### src/rtl/i2c_regif_slave.sv
// I2C target for the flasher's tagged-byte register protocol.
// Bytes are {tag, payload}. The A tag loads the pointer and the D tag writes at it.
module i2c_regif_slave #(
   parameter logic [6:0] I2C_ADDR  = 7'h41,
   parameter int         DATA_BITS = 6,
   parameter bit         LSB_FIRST = 1'b0
) (
   input  logic                 CLK,
   input  logic                 RST,
   input  logic                 SCL_I,
   input  logic                 SDA_I,
   output logic                 SDA_OE,
   output logic [DATA_BITS-1:0] REG_ADDR,
   output logic [DATA_BITS-1:0] REG_WDATA,
   output logic                 REG_WE,
   input  logic [DATA_BITS-1:0] REG_RDATA,
   output logic                 REG_RE,
   output logic                 BUSY
);

   localparam logic [1:0] TAG_A = 2'b01;
   localparam logic [1:0] TAG_D = 2'b10;
   localparam logic [DATA_BITS-1:0] ONE = 1;

   typedef enum logic [3:0] {
      S_IDLE, S_ADDR, S_ADDR_ACK, S_RX, S_RX_DEC, S_RX_WAIT,
      S_RX_ACK, S_TX_LOAD, S_TX, S_TX_ACK, S_WAIT_STOP
   } state_t;

   state_t               state_q, state_d;
   logic [2:0]           scl_q, sda_q;
   logic [3:0]           cnt_q, cnt_d;
   logic [7:0]           sh_q, sh_d;
   logic                 oe_q, oe_d;
   logic                 we_q, we_d;
   logic [DATA_BITS-1:0] addr_q, addr_d;
   logic [DATA_BITS-1:0] wdata_q, wdata_d;

   logic scl_s, sda_s, scl_rise, scl_fall, start, stop;
   logic [7:0] rx_sh, tx_sh, tx_new;

   // [0],[1] synchronise; [2] is the history flop for edge detection
   always_ff @(posedge CLK or posedge RST) begin
      if (RST) begin
         scl_q <= 3'b111;
         sda_q <= 3'b111;
      end else begin
         scl_q <= {scl_q[1:0], SCL_I};
         sda_q <= {sda_q[1:0], SDA_I};
      end
   end

   assign scl_s    = scl_q[1];
   assign sda_s    = sda_q[1];
   assign scl_rise = scl_s & ~scl_q[2];
   assign scl_fall = ~scl_s & scl_q[2];
   assign start    = scl_s & scl_q[2] & sda_q[2] & ~sda_s;
   assign stop     = scl_s & scl_q[2] & ~sda_q[2] & sda_s;

   assign rx_sh  = LSB_FIRST ? {sda_s, sh_q[7:1]} : {sh_q[6:0], sda_s};
   assign tx_sh  = LSB_FIRST ? {1'b0, sh_q[7:1]} : {sh_q[6:0], 1'b0};
   assign tx_new = {TAG_D, REG_RDATA};

   always_ff @(posedge CLK or posedge RST) begin
      if (RST) begin
         state_q <= S_IDLE;
         cnt_q   <= '0;
         sh_q    <= '0;
         oe_q    <= 1'b0;
         we_q    <= 1'b0;
         addr_q  <= '0;
         wdata_q <= '0;
      end else begin
         state_q <= state_d;
         cnt_q   <= cnt_d;
         sh_q    <= sh_d;
         oe_q    <= oe_d;
         we_q    <= we_d;
         addr_q  <= addr_d;
         wdata_q <= wdata_d;
      end
   end

   always_comb begin
      state_d = state_q;
      cnt_d   = cnt_q;
      sh_d    = sh_q;
      oe_d    = oe_q;
      we_d    = 1'b0;
      wdata_d = wdata_q;
      addr_d  = we_q ? addr_q + ONE : addr_q;
      unique case (state_q)
         S_IDLE: ;
         S_ADDR: begin
            if (scl_rise) begin
               sh_d  = rx_sh;
               cnt_d = cnt_q + 4'd1;
            end else if (scl_fall && cnt_q == 4'd8) begin
               if (sh_q[7:1] == I2C_ADDR) begin
                  state_d = S_ADDR_ACK;
                  oe_d    = 1'b1;
               end else begin
                  state_d = S_WAIT_STOP;
               end
            end
         end
         S_ADDR_ACK: begin
            if (scl_fall) begin
               oe_d    = 1'b0;
               cnt_d   = '0;
               state_d = sh_q[0] ? S_TX_LOAD : S_RX;
            end
         end
         S_RX: begin
            if (scl_rise) begin
               sh_d  = rx_sh;
               cnt_d = cnt_q + 4'd1;
               if (cnt_q == 4'd7) state_d = S_RX_DEC;
            end
         end
         S_RX_DEC: begin
            cnt_d   = '0;
            state_d = S_RX_WAIT;
            if (sh_q[7:6] == TAG_A) begin
               addr_d = sh_q[DATA_BITS-1:0];
            end else if (sh_q[7:6] == TAG_D) begin
               we_d    = 1'b1;
               wdata_d = sh_q[DATA_BITS-1:0];
            end
         end
         S_RX_WAIT: begin
            if (scl_fall) begin
               oe_d    = 1'b1;
               state_d = S_RX_ACK;
            end
         end
         S_RX_ACK: begin
            if (scl_fall) begin
               oe_d    = 1'b0;
               state_d = S_RX;
            end
         end
         S_TX_LOAD: begin
            sh_d    = tx_new;
            addr_d  = addr_q + ONE;
            oe_d    = LSB_FIRST ? ~tx_new[0] : ~tx_new[7];
            cnt_d   = '0;
            state_d = S_TX;
         end
         S_TX: begin
            if (scl_fall) begin
               if (cnt_q == 4'd7) begin
                  oe_d    = 1'b0;
                  cnt_d   = '0;
                  state_d = S_TX_ACK;
               end else begin
                  cnt_d = cnt_q + 4'd1;
                  sh_d  = tx_sh;
                  oe_d  = LSB_FIRST ? ~tx_sh[0] : ~tx_sh[7];
               end
            end
         end
         S_TX_ACK: begin
            // next byte is loaded only once SCL is low again
            if (scl_rise) begin
               if (sda_s) state_d = S_WAIT_STOP;
               else       cnt_d   = 4'd1;
            end else if (scl_fall && cnt_q == 4'd1) begin
               state_d = S_TX_LOAD;
            end
         end
         S_WAIT_STOP: oe_d = 1'b0;
         default: state_d = S_IDLE;
      endcase
      if (start) begin
         state_d = S_ADDR;
         cnt_d   = '0;
         oe_d    = 1'b0;
      end else if (stop) begin
         state_d = S_IDLE;
         oe_d    = 1'b0;
      end
   end

   assign SDA_OE    = oe_q;
   assign REG_ADDR  = addr_q;
   assign REG_WDATA = wdata_q;
   assign REG_WE    = we_q;
   assign REG_RE    = (state_q == S_TX_LOAD);
   assign BUSY      = (state_q != S_IDLE);

endmodule

### config.mk
export PLATFORM = sky130hd
export DESIGN_NAME = i2c_regif_slave
export DESIGN_NICKNAME = d
export VERILOG_FILES = /design/src/rtl/i2c_regif_slave.sv
export SDC_FILE = /design/constraint.sdc
export NUM_CORES = 1
export LEC_CHECK = 0
export BUFFER_PORTS_ARGS = -buffer_cell sky130_fd_sc_hd__buf_4
export CORE_MARGIN = 3
export CORE_UTILIZATION = 50
export CTS_BUF_LIST = sky130_fd_sc_hd__clkbuf_8
export CTS_CLUSTER_DIAMETER = 100
export DETAILED_ROUTE_END_ITERATION = 6
export PLACE_DENSITY_LB_ADDON = 0.25
export SYNTH_ARGS = -nofsm -noshare
export SYNTH_HDL_FRONTEND = slang
export SYNTH_SLANG_ARGS = --single-unit
export TNS_END_PERCENT = 10
### constraint.sdc
create_clock -name CLK -period 5.5 [get_ports CLK]
set_input_delay 0.55 -clock CLK [delete_from_list [all_inputs] [get_ports CLK]]
set_output_delay 0.55 -clock CLK [all_outputs]
set_load 0.01 [all_outputs]
==> results of run 1 <==
-- power by group --
part	total, mW	leakage [nW]	internal [mW]	switching (mW)
registers	0.383	0.445	0.308	0.0754
logic	0.283	0.640	0.132	0.151
clock network	0.182	0.0453	0.0866	0.0955
-- worst paths after layout --
kind / depth (start not counted) / start / slack, ns / to
worst max-delay path: 3 / state_q[0] / 2.65 / REG_RE
worst min-delay path: 3 / RST / 0.36 / REG_WE
worst max register to register: 5 / state_q[0] / 3.09 / state_q[3]
worst min register to register: 0 / sda_q[0] / 0.36 / sda_q[1]
max in group asynchronous: 3 / RST / 4.80 / scl_q[2]
min in group CLK: 0 / sda_q[0] / 0.36 / sda_q[1]
-- metal layers --
metal / up-vias / GRT usage [%] / share of wire, %
li1: 937 / - / -
met1: 869 / 30.0 / 49
met2: 47 / 26.9 / 45
met3: 8 / 5.23 / 4.7
met4: 0 / 7.58 / 1.3
met5: - / 0 / 0
-- cells by family (layout without fill, tap and decap cells) --
family	after synthesis	in the layout
AO/OA/AOI/OAI	67	67
XOR/XNOR	4	4
adder cells (fa/ha/maj)	4	4
buffers and inverters	24	46
flip-flops	36	36
multiplexers	7	7
AND/OR/NAND/NOR	99	99
-- cells in the final DEF, fill, tap and decap left out, types with 3 or more instances in the layout --
| cell | Yosys | final |
|---|---|---|
| sky130_fd_sc_hd__mux2_2 | 7 | 7 |
| sky130_fd_sc_hd__ha_1 | 4 | 4 |
| sky130_fd_sc_hd__nand2_1 | 17 | 17 |
| sky130_fd_sc_hd__nand2b_1 | 6 | 6 |
| sky130_fd_sc_hd__and3_1 | 3 | 3 |
| sky130_fd_sc_hd__nor3b_1 | 5 | 5 |
| sky130_fd_sc_hd__dfstp_2 | 6 | 6 |
| sky130_fd_sc_hd__nor2b_1 | 7 | 7 |
| sky130_fd_sc_hd__nor2_1 | 21 | 21 |
| sky130_fd_sc_hd__a31oi_1 | 11 | 11 |
| sky130_fd_sc_hd__a21oi_1 | 16 | 16 |
| sky130_fd_sc_hd__clkbuf_8 | 0 | 5 |
| sky130_fd_sc_hd__nor4_1 | 3 | 3 |
| sky130_fd_sc_hd__inv_1 | 11 | 12 |
| sky130_fd_sc_hd__o31ai_1 | 3 | 3 |
| sky130_fd_sc_hd__nand3_1 | 6 | 6 |
| sky130_fd_sc_hd__a211oi_1 | 6 | 6 |
| sky130_fd_sc_hd__nor3_1 | 5 | 5 |
| sky130_fd_sc_hd__dfrtp_1 | 30 | 30 |
| sky130_fd_sc_hd__o21ai_0 | 10 | 10 |
| sky130_fd_sc_hd__buf_4 | 2 | 26 |
-- cell type report --
| class | count | share of cell area (%) |
|---|---|---|
| clock buffers | 5 | 2.75 |
| well taps | 50 | 2.50 |
| inverters | 12 | 1.80 |
| multi-input cells | 181 | 48.3 |
| repair buffers | 26 | 7.79 |
| clock inverters | 3 | 0.649 |
| flip-flops and latches | 36 | 36.3 |
-- worst max-delay path: cells and delay by family (launching register included) --
family | cells | cell delay, ns
flops | 1 | 0.87
simple gates | 1 | 0.59
buf+inv | 2 | 0.54
-- per-stage QoR --
step	total power, mW	setup WS (ns)	instances	cell area (sq um)
after detailed placement	0.666	3.00	305	2420
after CTS	0.852	2.65	313	2500
after floorplan	0.602	3.68	241	2250
final	0.848	2.65	313	2500
after global placement	0.666	3.08	305	2420
after global routing	0.914	2.48	313	2500
-- registers in the layout, indices dropped and copies added, names as in the netlist --
register	flops
sh_q	8
scl_q	3
SDA_OE	1
REG_WE	1
cnt_q	4
state_q	4
sda_q	3
REG_ADDR	6
REG_WDATA	6
==> insert_results.sql, run 1 <==
INSERT INTO impl_metrics (metric_group, metric, value, unit) VALUES
('clock_network', 'ctsHoldBuffers', '0', ''),
('die', 'ioPinCount', '26', ''),
('worst_setup_path', 'critical_path.max_stage_delay', '0.87', 'ns'),
('logic_synthesis', 'synth-xor-area-share', '1.56', '%'),
('sta', 'timing.final.crit_share', '51.8', '%'),
('power_and_ir_drop', 'ir_worst_vdd', '0.221', 'mV'),
('route', 'drt_iter0_markers', '190', ''),
('die', 'floorplan.core_area', '4170', 'sq um'),
('run_status', 'run_status', 'complete, no violations', ''),
('min_path', 'holdCritPathClass', 'input pin to async pin', ''),
('logic_synthesis', 'synthSimpleGateAreaFrac', '26.0', '%'),
('cells_and_area', 'fill_cells', '367', ''),
('logic_synthesis', 'post-synth-top-count-cell', 'sky130_fd_sc_hd__dfrtp_1', ''),
('die', 'effective_utilization_at_floorplan', '53.9', '%'),
('worst_setup_path', 'path_cells', 'nand4b_1, inv_2, buf_4', ''),
('clock_network', 'cts_max_path_buffers', '2', ''),
('logic_synthesis', 'yosysWarningCount', '0', ''),
('sta', 'worst_hold_margin', '0.355', 'ns'),
('route', 'detail_route.drc_violations', '0', ''),
('logic_synthesis', 'synthTopCellsByArea', 'sky130_fd_sc_hd__dfrtp_1, sky130_fd_sc_hd__dfstp_2, sky130_fd_sc_hd__a21oi_1', ''),
('power_and_ir_drop', 'total_leakage_power', '1.13', 'nW'),
('logic_synthesis', 'synth_edf_count', '0', ''),
('place', 'dp_hpwl', '3.41', 'mm'),
('logic_synthesis', 'synth_ff_type', 'sky130_fd_sc_hd__dfrtp_1', ''),
('cells_and_area', 'area_of_the_multi_input_gates', '1210', 'sq um'),
('global_routing', 'largest_net_degree_at_the_start_of_global_routing', '37', ''),
('cells_and_area', 'finish.utilization', '60.0', '%'),
('worst_setup_path', 'arrival_time_of_data_at_the_critical_path_endpoint', '2.30', 'ns'),
('cells_and_area', 'fin_nets', '276', ''),
('global_routing', 'number_of_global_route_vias_before_repair', '1696', ''),
('worst_setup_path', 'critical_path.endpoint_type', 'output port', ''),
('place', 'port_buffers', '25', ''),
('logic_synthesis', 'asyncSetResetFlopFracSynth', '100', '%'),
('worst_setup_path', 'worstPathMaxFanout', '27', ''),
('clock_network', 'cts_made_buffers', '5', ''),
('worst_setup_path', 'worst_setup_path_start_kind', 'register', ''),
('run', 'max_cap_violations', '0', ''),
('sta', 'total_negative_slack', '0', 'ns'),
('sta', 'worst_pin_slew', '0.805', 'ns'),
('logic_synthesis', 'synthAdderAreaFrac', '2.22', '%'),
('sta', 'clock_skew', '0.0104', 'ns'),
('clock_network', 'cts.root.buffer_cell', 'sky130_fd_sc_hd__clkbuf_8', ''),
('sta', 'max_freq', '351', 'MHz'),
('route', 'detail_route.first_pass.iterations', '4', ''),
('clock_network', 'worst_setup_hold_path_clk_slew', '0.08', 'ns'),
('global_routing', 'grt_overflow', '0', ''),
('cells_and_area', 'register_area', '908', 'sq um'),
('die', 'floorplan.die.height', '73.1', 'um'),
('power_and_ir_drop', 'powerDensity', '339', 'nW/um^2'),
('die', 'fp-row-count', '23', ''),
('logic_synthesis', 'synthCells', '241', ''),
('route', 'detailroute.via_count', '1861', ''),
('logic_synthesis', 'synth-compound-area-share', '20.5', '%'),
('route', 'ant_nets', '0', ''),
('sta', 'max_slew_margin', '46.4', '%'),
('global_routing', 'grt_pass1_wl', '8.28', 'mm'),
('logic_synthesis', 'synth_largest_area_cell', 'sky130_fd_sc_hd__dfrtp_1', ''),
('clock_network', 'post_cts.resized_instances', '0', ''),
('cells_and_area', 'n_antenna_cell', '0', ''),
('logic_synthesis', 'combinational_family_with_the_most_area_after_synthesis', 'simple AND/OR/NAND/NOR gates', ''),
('logic_synthesis', 'number_of_different_library_cells_in_the_post_synthesis_netlist', '63', ''),
('logic_synthesis', 'synth.ff_latch_count', '36', ''),
('sta', 'finalHoldViolCount', '0', ''),
('clock_network', 'tritoncts_clock_tree', 'done', ''),
('sta', 'finalCriticalPeriod', '2.85', 'ns'),
('logic_synthesis', 'synth_commonest_cells', 'sky130_fd_sc_hd__dfrtp_1, sky130_fd_sc_hd__nor2_1, sky130_fd_sc_hd__nand2_1', ''),
('cells_and_area', 'layout-drive-gt1-share', '22.8', '%'),
('worst_setup_path', 'critical_path.slowest_cell', 'sky130_fd_sc_hd__dfrtp_1', ''),
('route', 'finalWirelength', '4.79', 'mm'),
('route', 'post_dr_vias_cell', '5.95', ''),
('clock_network', 'post-cts-setup-buffer-count', '0', '');
Note: power is estimated with default switching activity, not from simulation.
==> run 2, diff against run 1 <==
Clock period 5.5 ns to 2.8 ns, I/O delays scaled along.
==> run 2 against run 1 <==
Critical path depth grew 2. Highest routed layer unchanged. Register-to-register slack worse by 2.7 ns. Count of clock-buffer cells in the layout up 2. Sequential share of layout area fell by 0.54 points. First-iteration DRC count fell by 24%. Non-clock buffer count grew 3. Power grew 100%. Combinational power is 99% higher. Via count decreased by 0.11%. Sequential power is 97% higher. Core utilization grew 0.90 points. Clock power is 120% higher.
==> insert_results.sql, run 2 (synthesis results as in run 1) <==
INSERT INTO impl_metrics (metric_group, metric, value, unit) VALUES
('run_status', 'run_status', 'complete, no violations', ''),
('worst_setup_path', 'crit_buf_inv', '0', ''),
('sta', 'total_negative_slack', '0', 'ns'),
('place', 'dp_hpwl', '3.48', 'mm'),
('sta', 'timing.final.crit_share', '84.7', '%'),
('worst_setup_path', 'worst_setup_path_start_kind', 'register', ''),
('worst_setup_path', 'path_cells', 'or3b_2, a211oi_2, nor2_1, a2111oi_0, a211oi_1', ''),
('global_routing', 'number_of_global_route_vias_before_repair', '1733', ''),
('route', 'finalWirelength', '4.88', 'mm'),
('cells_and_area', 'flip_flop_count_of_the_largest_register_all_copies_and_words_added', '8', ''),
('die', 'effective_utilization_at_floorplan', '53.9', '%'),
('cells_and_area', 'register_area', '908', 'sq um'),
('power_and_ir_drop', 'ir_worst_vdd', '0.433', 'mV'),
('clock_network', 'insertion_delay', '0.30', 'ns'),
('cells_and_area', 'fill_cells', '358', ''),
('die', 'fp.dieW', '73.1', 'um'),
('cells_and_area', 'regMostFlops', 'sh_q', ''),
('power_and_ir_drop', 'powerDensity', '677', 'nW/um^2'),
('die', 'floorplan.die.height', '73.1', 'um'),
('sta', 'clock_skew', '0.0103', 'ns'),
('sta', 'finalHoldViolCount', '0', ''),
('route', 'detail_route.drc_violations', '0', ''),
('worst_setup_path', 'arrival_time_of_data_at_the_critical_path_endpoint', '2.53', 'ns'),
('route', 'wl_per_cell', '15.4', 'um'),
('global_routing', 'antenna_found_initial', '0', ''),
('die', 'floorplan.core_area', '4170', 'sq um'),
('clock_network', 'post-cts-setup-buffer-count', '0', ''),
('die', 'ioPinCount', '26', ''),
('clock_network', 'cts_made_buffers', '5', ''),
('sta', 'worst_pin_slew', '0.841', 'ns'),
('sta', 'max_freq', '422', 'MHz'),
('worst_setup_path', 'critical_path.endpoint_type', 'register', ''),
('route', 'ant_nets', '0', ''),
('worst_setup_path', 'r2r_cells', '5', ''),
('global_routing', 'largest_net_degree_at_the_start_of_global_routing', '37', ''),
('place', 'place_congestion', '0.835', ''),
('cells_and_area', 'n_antenna_cell', '0', ''),
('sta', 'setup_viol', '0', ''),
('cells_and_area', 'area_growth_syn_to_layout', '13.0', '%'),
('worst_setup_path', 'worstPathMaxFanout', '27', ''),
('worst_setup_path', 'critical_path.max_stage_delay', '0.89', 'ns'),
('global_routing', 'grt_pass1_wl', '8.16', 'mm'),
('place', 'port_buffers', '25', ''),
('clock_network', 'clock_tree.htree_level_count', '2', ''),
('clock_network', 'cts_num_sinks', '36', ''),
('global_routing', 'groute.usage.overall', '20.0', '%'),
('worst_setup_path', 'critPathKind', 'register to register', ''),
('worst_setup_path', 'critical_path.slowest_cell', 'sky130_fd_sc_hd__dfrtp_1', ''),
('cells_and_area', 'layout-drive-gt1-share', '23.7', '%'),
('clock_network', 'worst_setup_hold_path_clk_slew', '0.07', 'ns'),
('sta', 'max_slew_margin', '43.9', '%'),
('route', 'post_dr_vias_cell', '5.88', ''),
('cells_and_area', 'area_of_the_multi_input_gates', '1210', 'sq um'),
('worst_setup_path', 'critical_path_depth', '5', ''),
('cells_and_area', 'fin_nets', '279', ''),
('global_routing', 'grt_overflow', '0', ''),
('route', 'detailroute.via_count', '1859', ''),
('run', 'max_cap_violations', '0', ''),
('min_path', 'holdCritPathClass', 'input pin to async pin', ''),
('route', 'drt_iter0_markers', '145', ''),
('clock_network', 'post_cts.resized_instances', '0', ''),
('worst_setup_path', 'critical_path_required', '2.96', 'ns'),
('sta', 'setup_repair_after_global_routing_missed_its_margin', 'no', ''),
('power_and_ir_drop', 'total_leakage_power', '1.16', 'nW'),
('clock_network', 'tritoncts_clock_tree', 'done', ''),
('die', 'die-area', '5340', 'sq um'),
('worst_setup_path', 'critical_path.top_delay_family', 'flip-flops', ''),
('clock_network', 'cts_max_path_buffers', '2', ''),
('clock_network', 'ctsHoldBuffers', '0', ''),
('cells_and_area', 'final_common_cell', 'sky130_fd_sc_hd__dfrtp_1', ''),
('sta', 'slew_viol_final', '0', ''),
('cells_and_area', 'finish.utilization', '60.9', '%'),
('die', 'fp-row-count', '23', ''),
('route', 'detail_route.first_pass.iterations', '4', ''),
('sta', 'finalCriticalPeriod', '2.37', 'ns'),
('cells_and_area', 'most_used_cells_in_the_layout_excluding_fill_and_tap_cells', 'sky130_fd_sc_hd__dfrtp_1, sky130_fd_sc_hd__buf_4, sky130_fd_sc_hd__nor2_1, sky130_fd_sc_hd__nand2_1, sky130_fd_sc_hd__a21oi_1', ''),
('clock_network', 'cts.root.buffer_cell', 'sky130_fd_sc_hd__clkbuf_8', '');
## run 2: cell types whose count changed in the layout (fill, tap and decap cells not counted), sizes merged
cell	delta
clkinvlp	-1
clkbuf	+2
clkinv	-1
buf	+3
## run 2: final cells by class
cell class	count	area share [%]
tap	50	2.46
inverter	12	1.77
timing repair buffer	29	8.56
multi-input combinational	181	47.5
sequential	36	35.7
clock buffer	7	3.79
clock inverter	1	0.148
## run 2: worst register-to-register path: cells and delay by family (launching register included)
family | cells | cell delay (ns)
compound gates | 3 | 0.69
flops | 1 | 0.89
simple gates | 2 | 0.65
## run 2: path summary, 6_finish.rpt
| kind | start | to | slack [ns] |
|---|---|---|---|
| hold / removal | RST | sh_q[5] | 0.09 |
| hold reg to reg | scl_q[0] | scl_q[1] | 0.36 |
| setup / recovery | state_q[0] | state_q[0] | 0.43 |
| max in group asynchronous | RST | sda_q[2] | 2.37 |
| min in group CLK | SCL_I | scl_q[0] | 0.09 |
| setup reg to reg | state_q[0] | state_q[0] | 0.43 |
## run 2: through the flow
step | hold WS, ns | cells | total power, mW | cell area [sq um] | worst slack (ns)
finish | 0.0893 | 316 | 1.72 | 2540 | 0.428
floorplan | 0.284 | 241 | 1.18 | 2250 | 0.982
CTS | 0.0811 | 316 | 1.73 | 2540 | 0.428
detailed placement | 0.347 | 308 | 1.32 | 2440 | 0.451
global placement | 0.346 | 308 | 1.30 | 2440 | 0.535
global route | 0.0784 | 316 | 1.85 | 2540 | 0.197
## run 2: where the power goes
group	internal (mW)	leakage, nW	switching, mW
combinational	0.268	0.655	0.296
clock	0.221	0.0557	0.182
sequential	0.604	0.445	0.148
## run 2: layer usage
layer | vias up | GRT usage, % | share of wire, %
met3 | 10 | 5.79 | 4.6
met1 | 873 | 28.7 | 49
met5 | - | 0 | 0
li1 | 936 | - | -
met4 | 0 | 9.02 | 2.5
met2 | 40 | 27.6 | 44
==> run 3, diff against run 2 <==
Clock period 2.8 ns to 2.35 ns, I/O delays scaled along.
==> run 3 against run 2 <==
Core utilization increased by 0.93 points. Clock power increased by 13%. Hold slack got worse by 0.042 ns. Combinational power increased by 29%. Wire length increased by 2.6%. Final area increased by 1.5%. Critical path type is now register to output port.
==> insert_results.sql, run 3 (synthesis results as in run 1) <==
INSERT INTO impl_metrics (metric_group, metric, value, unit) VALUES
('cells_and_area', 'area_of_the_multi_input_gates', '1210', 'sq um'),
('route', 'ant_nets', '0', ''),
('worst_setup_path', 'worst_r2r_startpoint', 'state_q[0]', ''),
('power_and_ir_drop', 'ir_worst_vdd', '0.450', 'mV'),
('worst_setup_path', 'worstPathMaxFanout', '13', ''),
('cells_and_area', 'regMostFlops', 'sh_q', ''),
('route', 'detail_route.first_pass.iterations', '4', ''),
('place', 'port_buffers', '25', ''),
('global_routing', 'largest_net_degree_at_the_start_of_global_routing', '37', ''),
('global_routing', 'groute.usage.overall', '20.4', '%'),
('place', 'dp_cells', '314', ''),
('sta', 'total_negative_slack', '0', 'ns'),
('clock_network', 'insertion_delay', '0.29', 'ns'),
('clock_network', 'cts_max_path_buffers', '2', ''),
('route', 'drt_iter0_markers', '157', ''),
('die', 'fp.dieW', '73.1', 'um'),
('global_routing', 'grt_overflow', '0', ''),
('clock_network', 'ctsHoldBuffers', '0', ''),
('run_status', 'run_status', 'complete, no violations', ''),
('sta', 'finalCriticalPeriod', '2.14', 'ns'),
('clock_network', 'clock_tree.htree_level_count', '2', ''),
('worst_setup_path', 'r2r-end', 'cnt_q[1]', ''),
('run', 'max_cap_violations', '0', ''),
('sta', 'post-route-worst-setup-slack', '0.210', 'ns'),
('worst_setup_path', 'path_cells', 'buf_4, nand4b_1, inv_2, buf_4', ''),
('die', 'effective_utilization_at_floorplan', '53.9', '%'),
('die', 'ioPinCount', '26', ''),
('sta', 'max_slew_margin', '58.3', '%'),
('place', 'placed_area', '2490', 'sq um'),
('worst_setup_path', 'worst_path_most_repeated_cell', 'sky130_fd_sc_hd__buf_4', ''),
('die', 'die-area', '5340', 'sq um'),
('power_and_ir_drop', 'report.power.total', '2.06', 'mW'),
('cells_and_area', 'fin_nets', '285', ''),
('worst_setup_path', 'critical_path.slowest_cell', 'sky130_fd_sc_hd__dfrtp_1', ''),
('place', 'pre_cts_slack', '0.256', 'ns'),
('cells_and_area', 'layout-drive-gt1-share', '25.4', '%'),
('worst_setup_path', 'crit_buf_inv', '3', ''),
('cells_and_area', 'final_common_cell', 'sky130_fd_sc_hd__buf_4', ''),
('global_routing', 'antenna_found_initial', '0', ''),
('worst_setup_path', 'critical_path.endpoint_type', 'output port', ''),
('clock_network', 'cts_made_buffers', '5', ''),
('route', 'wl_per_cell', '15.5', 'um'),
('sta', 'finalHoldViolCount', '0', ''),
('worst_setup_path', 'reg2reg_slack', '0.21', 'ns'),
('sta', 'setup_viol', '0', ''),
('worst_setup_path', 'r2r_cells', '6', ''),
('cells_and_area', 'finish.utilization', '61.9', '%'),
('sta', 'setup_repair_after_global_routing_missed_its_margin', 'no', ''),
('cells_and_area', 'flip_flop_count_of_the_largest_register_all_copies_and_words_added', '8', ''),
('sta', 'slew_viol_final', '0', ''),
('place', 'dp_hpwl', '3.59', 'mm'),
('worst_setup_path', 'worst_setup_path_start_kind', 'register', ''),
('die', 'fp-row-count', '23', ''),
('sta', 'max_freq', '467', 'MHz'),
('clock_network', 'cts.root.buffer_cell', 'sky130_fd_sc_hd__clkbuf_8', ''),
('worst_setup_path', 'critical_path_required', '2.12', 'ns'),
('cells_and_area', 'final_design_area_excluding_fillers', '2580', 'sq um'),
('sta', 'worst_hold_margin', '0.0476', 'ns'),
('cells_and_area', 'n_antenna_cell', '0', ''),
('sta', 'worst_pin_slew', '0.626', 'ns'),
('sta', 'timing.final.crit_share', '91.1', '%'),
('cells_and_area', 'post_layout_nonfiller_instances', '322', ''),
('clock_network', 'tritoncts_clock_tree', 'done', ''),
('worst_setup_path', 'critical_path.max_stage_delay', '0.60', 'ns'),
('clock_network', 'worst_setup_hold_path_clk_slew', '0.08', 'ns'),
('route', 'detailroute.via_count', '1945', ''),
('die', 'floorplan.die.height', '73.1', 'um'),
('clock_network', 'post-cts-setup-buffer-count', '0', ''),
('clock_network', 'post_cts.resized_instances', '0', ''),
('cells_and_area', 'area_growth_syn_to_layout', '14.7', '%'),
('global_routing', 'grt_pass1_wl', '8.47', 'mm'),
('sta', 'clock_skew', '0.00781', 'ns'),
('cells_and_area', 'register_area', '908', 'sq um'),
('worst_setup_path', 'critPathKind', 'register to output port', ''),
('power_and_ir_drop', 'total_leakage_power', '1.18', 'nW'),
('cells_and_area', 'fill_cells', '361', ''),
('cells_and_area', 'most_used_cells_in_the_layout_excluding_fill_and_tap_cells', 'sky130_fd_sc_hd__buf_4, sky130_fd_sc_hd__dfrtp_1, sky130_fd_sc_hd__nor2_1, sky130_fd_sc_hd__nand2_1, sky130_fd_sc_hd__a21oi_1', ''),
('min_path', 'holdCritPathClass', 'input pin to async pin', ''),
('clock_network', 'cts_num_sinks', '36', ''),
('power_and_ir_drop', 'powerDensity', '798', 'nW/um^2'),
('worst_setup_path', 'critical_path.top_delay_family', 'buffers and inverters', ''),
('route', 'finalWirelength', '5.00', 'mm'),
('worst_setup_path', 'arrival_time_of_data_at_the_critical_path_endpoint', '1.90', 'ns'),
('die', 'floorplan.core_area', '4170', 'sq um'),
('route', 'detail_route.drc_violations', '0', ''),
('route', 'post_dr_vias_cell', '6.04', ''),
('global_routing', 'number_of_global_route_vias_before_repair', '1797', ''),
('place', 'place_congestion', '0.881', '');
run 3: cell count changes in the layout (fill, tap and decap cells not counted), sizes merged:
cell      previous run  this run
buf                 29        35
clkbuf               7         6
clkinvlp             0         1
run 3: power by group:
group / total (mW) / leakage, nW / internal [mW] / switching [mW]
combinational: 0.728 / 0.687 / 0.343 / 0.385
sequential: 0.874 / 0.445 / 0.720 / 0.153
clock: 0.457 / 0.0486 / 0.234 / 0.223
run 3: how the worst max path moves through the flow:
stage	from	end	depth (start not counted)
5_1_grt	state_q[2]	state_q[0]	5
2_1_floorplan	scl_q[2]	SDA_OE	6
3_3_place_gp	state_q[2]	SDA_OE	5
3_5_place_dp	state_q[2]	state_q[0]	5
4_1_cts	state_q[2]	REG_RE	3
6_report	state_q[1]	REG_RE	4
run 3: worst reg2reg max path, delay by kind of cell (launching register included):
family                    cells  cell delay, ns
xor gates and xnor gates      1            0.11
buffers and inverters         1            0.25
AOI/OAI and AO/OA             3            0.53
DFF                           1            0.67
and+or+nand+nor               1            0.50
run 3: cell type report:
class | instances | area share (%)
multi-input combinational | 181 | 46.8
sequential | 36 | 35.2
timing repair buffer | 35 | 10.2
clock buffer | 6 | 3.20
tap | 50 | 2.42
inverter | 12 | 1.75
clock inverter | 2 | 0.436
run 3: routing by layer:
metal	track usage (%)	share of wire [%]	vias to the layer above
li1	-	-	952
met1	28.6	46	936
met2	30.7	47	49
met3	4.82	5.2	8
met4	7.17	1.3	0
met5	0	0	-
